**src/rtl/spi_mul_pkg.sv**
```systemverilog
// Shared types and constants for the SPI-attached multiplier.
package spi_mul_pkg;

  localparam int OPC_W = 3;

  typedef enum logic [OPC_W-1:0] {
    OP_MULU  = 3'b000,
    OP_MULS  = 3'b001,
    OP_MULLO = 3'b010
  } op_e;

  typedef enum logic [2:0] {
    ST_IDLE,
    ST_RECEIVE,
    ST_COMPUTE,
    ST_WAIT,
    ST_SEND
  } state_e;

  // Opcodes above MULLO have no defined operation.
  function automatic logic op_reserved(logic [OPC_W-1:0] op);
    return (op > OPC_W'(OP_MULLO));
  endfunction

endpackage

```
**src/rtl/spi_mul_unit_if.sv**
```systemverilog
// SPI pins plus status lines of the multiplier peripheral.
interface spi_mul_unit_if;
  logic nss;
  logic sclk;
  logic mosi;
  logic miso;
  logic busy;
  logic err;

  modport master (output nss, sclk, mosi, input miso, busy, err);
  modport slave  (input nss, sclk, mosi, output miso, busy, err);
endinterface

```
**src/rtl/seq_mul.sv**
```systemverilog
// Unsigned iterative shift-add multiplier: one partial product per clock.
module seq_mul #(
  parameter int WIDTH = 32
) (
  input  logic               clock,
  input  logic               reset,
  input  logic               start,
  input  logic [WIDTH-1:0]   a,
  input  logic [WIDTH-1:0]   b,
  output logic               done,
  output logic [2*WIDTH-1:0] product
);

  localparam int CNT_W = $clog2(WIDTH + 1);

  logic               run_q, run_d;
  logic [CNT_W-1:0]   cnt_q, cnt_d;
  logic [2*WIDTH-1:0] mcand_q, mcand_d;
  logic [2*WIDTH-1:0] acc_q, acc_d;
  logic [WIDTH-1:0]   mplier_q, mplier_d;
  logic               done_q, done_d;

  // Load operands on start, then add/shift until the down-counter hits one.
  always_comb begin
    run_d    = run_q;
    cnt_d    = cnt_q;
    mcand_d  = mcand_q;
    acc_d    = acc_q;
    mplier_d = mplier_q;
    done_d   = 1'b0;
    if (start && !run_q) begin
      run_d    = 1'b1;
      cnt_d    = CNT_W'(WIDTH);
      mcand_d  = {{WIDTH{1'b0}}, a};
      mplier_d = b;
      acc_d    = '0;
    end else if (run_q) begin
      if (mplier_q[0]) begin
        acc_d = acc_q + mcand_q;
      end
      mcand_d  = mcand_q << 1;
      mplier_d = mplier_q >> 1;
      cnt_d    = cnt_q - CNT_W'(1);
      if (cnt_q == CNT_W'(1)) begin
        run_d  = 1'b0;
        done_d = 1'b1;
      end
    end
  end

  // State registers.
  always_ff @(posedge clock or negedge reset) begin
    if (!reset) begin
      run_q    <= 1'b0;
      cnt_q    <= '0;
      mcand_q  <= '0;
      acc_q    <= '0;
      mplier_q <= '0;
      done_q   <= 1'b0;
    end else begin
      run_q    <= run_d;
      cnt_q    <= cnt_d;
      mcand_q  <= mcand_d;
      acc_q    <= acc_d;
      mplier_q <= mplier_d;
      done_q   <= done_d;
    end
  end

  assign done    = done_q;
  assign product = acc_q;

endmodule

```
**src/rtl/spi_mul_unit.sv**
```systemverilog
// SPI-attached multiplier: receive opcode + operands, multiply, send result.
//
//   state      | meaning
//   IDLE       | waiting for chip select to fall
//   RECEIVE    | shifting in opcode, opa, opb on sclk rise
//   COMPUTE    | multiplier running, busy high, SPI ignored
//   WAIT       | result held, waiting for a fresh chip-select fall
//   SEND       | shifting result out on miso, MSB first
module spi_mul_unit
  import spi_mul_pkg::*;
#(
  parameter int WIDTH       = 32,
  parameter int SYNC_STAGES = 2
) (
  input logic           clock,
  input logic           reset,
  spi_mul_unit_if.slave bus
);

  localparam int FRAME = OPC_W + 2 * WIDTH;
  localparam int CNT_W = $clog2(FRAME);
  localparam int SW    = SYNC_STAGES + 1;

  // One extra stage beyond the synchroniser gives the previous sample for edges.
  logic [SW-1:0]          nss_sync_q, nss_sync_d;
  logic [SW-1:0]          sclk_sync_q, sclk_sync_d;
  logic [SYNC_STAGES-1:0] mosi_sync_q, mosi_sync_d;
  logic nss_fall, nss_rise, sclk_rise, sclk_fall, mosi_s;

  state_e             state_q, state_d;
  logic [CNT_W-1:0]   cnt_q, cnt_d;
  logic [FRAME-2:0]   rx_q, rx_d;
  logic [FRAME-1:0]   rx_next;
  logic [OPC_W-1:0]   opc_in;
  op_e                op_q, op_d;
  logic [WIDTH-1:0]   a_in, b_in;
  logic [WIDTH-1:0]   mag_a_q, mag_a_d, mag_b_q, mag_b_d;
  logic               neg_q, neg_d, start_q, start_d;
  logic [2*WIDTH-1:0] res_q, res_d, prod, prod_fmt;
  logic               miso_q, miso_d, busy_q, busy_d, err_q, err_d;
  logic               mul_done;

  // Synchroniser shift chains and edge pulses.
  always_comb begin
    nss_sync_d  = (nss_sync_q << 1) | SW'(bus.nss);
    sclk_sync_d = (sclk_sync_q << 1) | SW'(bus.sclk);
    mosi_sync_d = (mosi_sync_q << 1) | SYNC_STAGES'(bus.mosi);
    nss_fall    = nss_sync_q[SW-1] & ~nss_sync_q[SW-2];
    nss_rise    = ~nss_sync_q[SW-1] & nss_sync_q[SW-2];
    sclk_rise   = ~sclk_sync_q[SW-1] & sclk_sync_q[SW-2];
    sclk_fall   = sclk_sync_q[SW-1] & ~sclk_sync_q[SW-2];
    mosi_s      = mosi_sync_q[SYNC_STAGES-1];
  end

  // Frame fields as they will look once the bit arriving now is shifted in.
  always_comb begin
    rx_next = {rx_q, mosi_s};
    opc_in  = rx_next[FRAME-1 -: OPC_W];
    a_in    = rx_next[2*WIDTH-1 -: WIDTH];
    b_in    = rx_next[WIDTH-1:0];
  end

  // Result formatting: sign restore for MULS, upper half cleared for MULLO.
  always_comb begin
    case (op_q)
      OP_MULS:  prod_fmt = neg_q ? -prod : prod;
      OP_MULLO: prod_fmt = {{WIDTH{1'b0}}, prod[WIDTH-1:0]};
      default:  prod_fmt = prod;
    endcase
  end

  seq_mul #(.WIDTH(WIDTH)) u_seq_mul (
    .clock   (clock),
    .reset   (reset),
    .start   (start_q),
    .a       (mag_a_q),
    .b       (mag_b_q),
    .done    (mul_done),
    .product (prod)
  );

  // Next-state and output logic of the frame sequencer.
  always_comb begin
    state_d = state_q;
    cnt_d   = cnt_q;
    rx_d    = rx_q;
    op_d    = op_q;
    mag_a_d = mag_a_q;
    mag_b_d = mag_b_q;
    neg_d   = neg_q;
    start_d = 1'b0;
    res_d   = res_q;
    miso_d  = miso_q;
    busy_d  = busy_q;
    err_d   = err_q;
    case (state_q)
      ST_IDLE: begin
        miso_d = 1'b0;
        if (nss_fall) begin
          state_d = ST_RECEIVE;
          cnt_d   = '0;
          rx_d    = '0;
        end
      end
      ST_RECEIVE: begin
        // The final bit wins over a simultaneous chip-select release.
        if (sclk_rise && cnt_q == CNT_W'(FRAME - 1)) begin
          state_d = ST_COMPUTE;
          busy_d  = 1'b1;
          cnt_d   = '0;
          rx_d    = rx_next[FRAME-2:0];
          err_d   = op_reserved(opc_in);
          if (!op_reserved(opc_in)) begin
            op_d    = op_e'(opc_in);
            start_d = 1'b1;
            if (op_e'(opc_in) == OP_MULS) begin
              mag_a_d = a_in[WIDTH-1] ? -a_in : a_in;
              mag_b_d = b_in[WIDTH-1] ? -b_in : b_in;
              neg_d   = a_in[WIDTH-1] ^ b_in[WIDTH-1];
            end else begin
              mag_a_d = a_in;
              mag_b_d = b_in;
              neg_d   = 1'b0;
            end
          end
        end else if (nss_rise) begin
          state_d = ST_IDLE;
          cnt_d   = '0;
          rx_d    = '0;
        end else if (sclk_rise) begin
          rx_d  = rx_next[FRAME-2:0];
          cnt_d = cnt_q + CNT_W'(1);
        end
      end
      ST_COMPUTE: begin
        // err_q was set on acceptance, so a reserved opcode skips the core.
        if (err_q) begin
          state_d = ST_WAIT;
          busy_d  = 1'b0;
          res_d   = '0;
        end else if (mul_done) begin
          state_d = ST_WAIT;
          busy_d  = 1'b0;
          res_d   = prod_fmt;
        end
      end
      ST_WAIT: begin
        if (nss_fall) begin
          state_d = ST_SEND;
          cnt_d   = '0;
          miso_d  = res_q[2*WIDTH-1];
        end
      end
      ST_SEND: begin
        if (nss_rise) begin
          state_d = ST_IDLE;
          cnt_d   = '0;
          miso_d  = 1'b0;
        end else if (sclk_fall) begin
          res_d  = res_q << 1;
          miso_d = res_q[2*WIDTH-2];
        end else if (sclk_rise) begin
          if (cnt_q == CNT_W'(2 * WIDTH - 1)) begin
            state_d = ST_IDLE;
            cnt_d   = '0;
            miso_d  = 1'b0;
          end else begin
            cnt_d = cnt_q + CNT_W'(1);
          end
        end
      end
      default: state_d = ST_IDLE;
    endcase
  end

  // All registers, asynchronously cleared; nss chain idles high.
  always_ff @(posedge clock or negedge reset) begin
    if (!reset) begin
      nss_sync_q  <= '1;
      sclk_sync_q <= '0;
      mosi_sync_q <= '0;
      state_q     <= ST_IDLE;
      cnt_q       <= '0;
      rx_q        <= '0;
      op_q        <= OP_MULU;
      mag_a_q     <= '0;
      mag_b_q     <= '0;
      neg_q       <= 1'b0;
      start_q     <= 1'b0;
      res_q       <= '0;
      miso_q      <= 1'b0;
      busy_q      <= 1'b0;
      err_q       <= 1'b0;
    end else begin
      nss_sync_q  <= nss_sync_d;
      sclk_sync_q <= sclk_sync_d;
      mosi_sync_q <= mosi_sync_d;
      state_q     <= state_d;
      cnt_q       <= cnt_d;
      rx_q        <= rx_d;
      op_q        <= op_d;
      mag_a_q     <= mag_a_d;
      mag_b_q     <= mag_b_d;
      neg_q       <= neg_d;
      start_q     <= start_d;
      res_q       <= res_d;
      miso_q      <= miso_d;
      busy_q      <= busy_d;
      err_q       <= err_d;
    end
  end

  assign bus.miso = miso_q;
  assign bus.busy = busy_q;
  assign bus.err  = err_q;

endmodule

```
**src/flat_wrapper.sv**
```systemverilog
// flat-port wrapper written by rule: the top's interface ports become plain ports
module spi_mul_unit_flat import spi_mul_pkg::*;
#(
  parameter int WIDTH       = 32,
  parameter int SYNC_STAGES = 2
)
  (clock, reset, bus_nss, bus_sclk, bus_mosi, bus_miso, bus_busy, bus_err);
  spi_mul_unit_if bus_i ();
  input logic clock;
  input logic reset;
  input wire logic [$bits(bus_i.nss)-1:0] bus_nss;
  input wire logic [$bits(bus_i.sclk)-1:0] bus_sclk;
  input wire logic [$bits(bus_i.mosi)-1:0] bus_mosi;
  output wire logic [$bits(bus_i.miso)-1:0] bus_miso;
  output wire logic [$bits(bus_i.busy)-1:0] bus_busy;
  output wire logic [$bits(bus_i.err)-1:0] bus_err;
  assign bus_i.nss = bus_nss;
  assign bus_i.sclk = bus_sclk;
  assign bus_i.mosi = bus_mosi;
  assign bus_miso = bus_i.miso;
  assign bus_busy = bus_i.busy;
  assign bus_err = bus_i.err;
  spi_mul_unit #(.WIDTH(WIDTH), .SYNC_STAGES(SYNC_STAGES)) u_core (.clock(clock), .reset(reset), .bus(bus_i));
endmodule
```
**config.mk**
```make
export PLATFORM = sky130hd
export DESIGN_NAME = spi_mul_unit_flat
export DESIGN_NICKNAME = d
export VERILOG_FILES = /design/src/rtl/spi_mul_pkg.sv /design/src/rtl/spi_mul_unit_if.sv /design/src/rtl/seq_mul.sv /design/src/rtl/spi_mul_unit.sv /design/src/flat_wrapper.sv
export SDC_FILE = /design/constraint.sdc
export NUM_CORES = 1
export LEC_CHECK = 0
export CORE_UTILIZATION = 45
export DETAILED_ROUTE_END_ITERATION = 8
export SETUP_SLACK_MARGIN = 0.02
export SLEW_MARGIN = 30
export SYNTH_ARGS = -nofsm -noshare
export SYNTH_HDL_FRONTEND = slang
export SYNTH_SLANG_ARGS = --single-unit
```
**constraint.sdc**
```tcl
create_clock -name clock -period 6.98 [get_ports clock]
set_input_delay 1.745 -clock clock [delete_from_list [all_inputs] [get_ports clock]]
set_output_delay 1.745 -clock clock [all_outputs]
set_load 0.02 [all_outputs]
```
### After elaboration in Yosys (flattened, before gate mapping)

Index checks and enable logic that the tools add are counted.
W data, S select, Z words.

| cells by class | value |
|---|---|
| $mul | 0 |
| shift operators | 0 |
| equal/unequal tests | 24 |
| divide/modulo/power cells | 0 |
| $add $sub $neg | 6 |
| multiplexer cells | 65 |
| order comparisons | 1 |
| reduce and logical (&&, ||, !) cells | 21 |
| bitwise gates (word level) | 13 |

Operators with widths:

| kind | count |
|---|---|
| $mux W64 | 10 |
| $mux W66 | 4 |
| $pmux W64 S2 | 2 |
| $mux W32 | 6 |
| $pmux W66 S2 | 1 |
| $add A64 B64 Y64 | 1 |
| $neg A32 Y32 | 2 |
| $neg A64 Y64 | 1 |
| $mux W7 | 8 |
| $mux W3 | 10 |
| $pmux W7 S3 | 1 |
| $mux W1 | 18 |
| $pmux W3 S5 | 1 |
| $mux W6 | 2 |
| $ne A4 B1 Y1 const B | 3 |
| $ne A2 B1 Y1 const B | 5 |
| $reduce_bool A2 Y1 | 5 |
| $eq A3 B1 Y1 const B | 3 |
| $eq A3 B2 Y1 const B | 3 |
| $ne A3 B1 Y1 const B | 3 |
| $reduce_and A3 Y1 | 3 |
| $reduce_and A4 Y1 | 2 |
| $add A7 B1 Y7 const B | 1 |
| $eq A7 B6 Y1 const B | 1 |
| 22 further kinds | 34 |

| storage, ports and cells | value |
|---|---|
| bits in latches | 0 |
| bits of input ports | 5 |
| RAM bits | 0 |
| register bits after elaboration | 388 |
| memory bits (read-only) | 0 |
| memories | 0 |

### Depth between registers and ports, before layout

| logic depth | value |
|---|---|
| depth after elaboration | 6 |
| depth in mapped cells | 13 |
| mapped depth without buffers | 13 |

### By module

A second synthesis with hierarchy kept.

| unflattened totals | value |
|---|---|
| cells, all modules | 2458 |
| area, all modules | 22680.5 µm² |

By module, submodules not included:

| module | seq. area each (µm²) | area an instance (µm²) | times used | cells an instance |
|---|---|---|---|---|
| spi_mul_unit | 5509.0 | 11937.7 | 1 | 1273 |
| seq_mul | 4204.0 | 10742.8 | 1 | 1185 |

### Worst setup path before layout

No wires, ideal clock.

| timing | value |
|---|---|
| path kind | register to register |
| start | register u_core.u_seq_mul.acc_q[0] (netlist: u_core.u_seq_mul.product[0]) |
| end | register u_core.u_seq_mul.acc_q[58] (netlist: u_core.u_seq_mul.product[58]) |
| data arrival time | 3198 ps |
| data required time | 6854 ps |
| setup time | 126 ps |
| stages on the path, launching flop included | 14 |
| path slack | 3656 ps |
| cell sequence | dfrtp_1 > ha_1 > inv_1 > fa_1 > nor2b_1 > o2111ai_1 > a2111oi_0 > o31ai_1 > a21oi_1 > nor3_1 > nor3_1 > a31oi_1 > o2111a_1 > a221o_1 |

| between the ends | value |
|---|---|
| cells in the longest elaborated chain, start to end | 4 |

RTL lines:

| what | line | text |
|---|---|---|
| start, declared | seq_mul.sv:19 | `logic [2*WIDTH-1:0] acc_q, acc_d;` |
| start signal, assigned | seq_mul.sv:57 | `acc_q <= '0;` |
| start signal, assigned | seq_mul.sv:64 | `acc_q <= acc_d;` |
| $add A64 B64 Y64 | seq_mul.sv:39 | `acc_d = acc_q + mcand_q;` |
| $mux W64 | seq_mul.sv:38 | `if (mplier_q[0]) begin` |
| $mux W64 | seq_mul.sv:37 | `end else if (run_q) begin` |
| $mux W64 | seq_mul.sv:31 | `if (start && !run_q) begin` |

Every way passes these cells. The select of a mux whose other input is x is not followed.
A chain may end at the register's enable or synchronous reset.

### Final worst setup path

| timing | value |
|---|---|
| start | register u_core.u_seq_mul.acc_q[0] (netlist: u_core.u_seq_mul.product[0]) |
| end | register u_core.u_seq_mul.acc_q[62] (netlist: u_core.u_seq_mul.product[62]) |

The elaborated chain is that of the path after synthesis.

==> metrics.md <==
| Metric | Value |
|---|---|
| Status | `finished with violations` |
| Failing checks | `DRC` |
| Number of I/O port buffers | `7` |
| I/O pin count | `8` |
| Clk buf depth | `3` |
| Tot Pwr | `0.00493 W` |
| RSZ-0062 raised after global routing | `no` |
| # diodes | `0` |
| Worst-margin pin slew | `0.970 ns` |
| Clock Latency Late Sink | `0.59 ns` |
| Worst hold path class | `register to register` |
| Clock skew | `0.0255 ns` |
| Syn_area_per_cell | `9.19 um^2` |
| Routed metal-1 wire length | `roughly 24000 um` |
| Root buffer cell | `clkbuf_16` |
| Post-Synthesis Cells | `2338` |
| # nets final | `2339` |
| Power Dens Cells | `210 nW/um^2` |
| Routed WL | `between 40000 and 50000 um` |
| Reg-to-reg startpoint | `u_core.u_seq_mul.product[0]$_DFFE_PN0P_` |
| Max rail drop VDD | `about 0.00016 V` |
| Max Slew Vio Count | `0` |
| Pre-antenna DRT Iters | `7` |
| Synth area leaders | `dfrtp_1 45%, o21ai_0 7.3%, nand2_1 6.3%, ha_1 4.1%, xor2_1 3.6%` |
| Worst EP arrival | `4.73 ns` |
| Yosys reg bits | `about 390` |
| Top-area cell type share of the netlist area | `0.448` |
| Sequential fraction of the synthesis area | `0.452` |
| Die width | `221 um` |
| WL per Instance | `16.6 um` |
| Primary FF master, synth | `dfrtp_1` |
| Critical Path Fanout Max | `5` |
| CTS H-tree depth | `2` |
| # rows | `79` |
| Clk slew on worst S/H paths | `0.06 ns` |
| Post-cts sizing count | `0` |
| Gr usage total | `0.205` |
| Hold Vio Cnt, Final | `0` |
| Die area | `48600 um^2` |
| Largest net degree at the start of global routing | `139` |
| Max cap viols | `0` |
| Core Area | `46900 um^2` |
| Top layer in use | `met4` |
| Synth async-reset ratio | `1.00` |
| Critical Path Sink Type | `register` |
| Vias | `approximately 16000` |
| Wire length on met3 | `between 1500 and 2000 um` |
| Met2 routed WL | `between 20000 and 25000 um` |
| Area of the mapped netlist | `about 21000 um^2` |
| Hold path startpoint | `u_core.mosi_sync_q[0]$_DFF_PN0_` |
| Number of antenna violations at the first check in global routing | `0` |
| Post-CTS Setup Inserts | `0` |
| Critical path type | `register to register` |
| Remaining DRCs | `1` |
| Final worst path period share | `0.614` |
| Synth Net Count | `2414` |
| CTS Buf Count | `44` |
| CP startpoint | `u_core.u_seq_mul.product[0]$_DFFE_PN0P_` |
| Final HPWL from detailed placement | `~33000 um` |
| Hold-fix buffers, CTS | `0` |
| EDFF count, synth | `0` |
| Area grow syn2layout | `9.04%` |
| Vias per std cell | `approximately 5.6` |
| Global route total overflow | `0` |
| Antenna Nets Post-Route | `0` |
| Die Ht | `between 200 and 250 um` |
| Share of layout cells above drive strength 1 | `0.0532` |
| CTS Sinks | `388` |
| Pre-CTS setup slack | `2.73 ns` |
| Leakage power | `between 10 and 15 nW` |
| Synth unique cells | `79` |
| Initial core utilization | `0.459` |
| Required time of the critical path | `between 7 and 8 ns` |
| TritonCTS clock tree | `done` |
| Relative slew slack | `0.353` |
| Final worst path period need | `roughly 4.3 ns` |
| Vias in the first global route | `15800` |
| Synth Warn # | `0` |
| # setup viols final | `0` |
| Setup TNS | `0 ns` |
| Final Worst Setup Slack | `2.69 ns` |
| Final GP Congestion | `0.883` |
| Drt initial violations | `1062` |
| Highest clock rate | `233 MHz` |
| Cell taking the most area after synthesis | `dfrtp_1` |
| CP Launch Type | `register` |
| Global-route wire length before repair | `around 82000 um` |
-- kinds of logic (layout without fill, tap and decap cells) --
family	count (synthesis)	count (layout)	synth area share
muxes	71	71	0.0333
AOI/OAI and AO/OA	770	770	0.223
xor gates and xnor gates	177	177	0.0721
buffers and inverters	196	152	0.0349
DFF	388	388	0.452
and+or+nand+nor	665	665	0.143
adders and majority gates	71	71	0.0417
-- power by group --
part           switching (W)  internal, W
Clock               0.000952      0.00132
Combinational       0.000271    0.0000827
Sequential         0.0000364      0.00227
Total                0.00126      0.00367
-- stage by stage --
step | hold WS [ns] | cells | util | instance area, um^2
after floorplan | 0.331 | 2338 | - | 21500
after global placement | 0.338 | 2822 | 0.469 | 22000
after detailed placement | 0.335 | 2823 | 0.469 | 22000
after CTS | 0.345 | 2900 | 0.500 | 23400
after global routing | 0.348 | 2901 | 0.500 | 23400
final | 0.341 | 2901 | 0.500 | 23400
-- placed cells by master, fill, tap and decap left out, types with 9 or more instances in the layout --
| cell type | count |
|---|---|
| a22o_1 | 84 |
| o21ai_1 | 10 |
| or3_1 | 9 |
| a21o_1 | 47 |
| nor2_1 | 99 |
| xnor2_1 | 88 |
| nand3_1 | 22 |
| and2_1 | 9 |
| o21ai_0 | 315 |
| clkinv_2 | 11 |
| xor2_1 | 89 |
| nor2b_1 | 14 |
| nor4_1 | 15 |
| a22oi_1 | 62 |
| nand2b_1 | 18 |
| buf_4 | 15 |
| inv_1 | 49 |
| a31oi_1 | 16 |
| nand2_1 | 358 |
| mux2i_1 | 67 |
| o21bai_1 | 10 |
| ha_1 | 70 |
| nor3_1 | 38 |
| a21oi_1 | 135 |
| a21boi_0 | 10 |
| o31ai_1 | 16 |
| clkbuf_16 | 44 |
| dfrtp_1 | 383 |
| nand4_1 | 18 |
| clkbuf_1 | 10 |
| and3_1 | 16 |
-- final cells by class --
type,instances,area [um^2]
flip-flops and latches,388,9720
clock buffers,61,1230
multi-input cells,1754,11100
repair buffers,26,275
inverters,49,184
fillers,4380,23400
clock inverters,16,184
well taps,607,759
-- sequential cells by signal, summed over array words and instances, names as in the netlist, 6 cells and up --
signal,count
u_core.rx_q,66
u_core.cnt_q,7
u_core.u_seq_mul.cnt_q,6
u_core.u_seq_mul.mcand_q,64
u_core.u_seq_mul.product,64
u_core.mag_b_q,32
u_core.res_q,64
u_core.u_seq_mul.mplier_q,32
u_core.mag_a_q,32
-- final timing paths --
check / endpoint / slack (ns) / cells after the start
min in group asynchronous: u_core.res_q[49]$_DFFE_PN0P_ / 1.08 / 1
min: u_core.mosi_sync_q[1]$_DFF_PN0_ / 0.34 / 0
max reg2reg: u_core.u_seq_mul.product[62]$_DFFE_PN0P_ / 2.69 / 13
min reg2reg: u_core.mosi_sync_q[1]$_DFF_PN0_ / 0.34 / 0
max in group asynchronous: u_core.start_q$_DFF_PN0_ / 4.74 / 2
max: u_core.u_seq_mul.product[62]$_DFFE_PN0P_ / 2.69 / 13
-- routing by layer --
layer | up-vias | track usage
met5 | - | 0
met4 | 0 | 0.0429
met3 | 53 | 0.0318
met2 | 198 | 0.319
met1 | 7876 | 0.302
li1 | 8199 | -
-- cell usage after synthesis, types with 62 or more instances --
cell	number
a22o_1	84
o21ai_0	315
dfrtp_1	385
nand2_1	358
nor2_1	103
a21oi_1	135
a22oi_1	62
clkbuf_1	129
xnor2_1	88
xor2_1	89
ha_1	70
mux2i_1	67
-- critical path, stage by stage (launching register included) --
cell and delay, ns:
dfrtp_1 0.41, ha_1 0.22, inv_1 0.06, fa_1 0.41, nor2b_1 0.17, o2111ai_1 0.20, a2111oi_1 0.84, o31ai_1 0.25
a21oi_1 0.26, nor3_1 0.09, nor3_1 0.38, a31oi_1 0.28, o311ai_0 0.43, o211ai_1 0.14
Note: power is estimated with default switching activity, not from simulation.
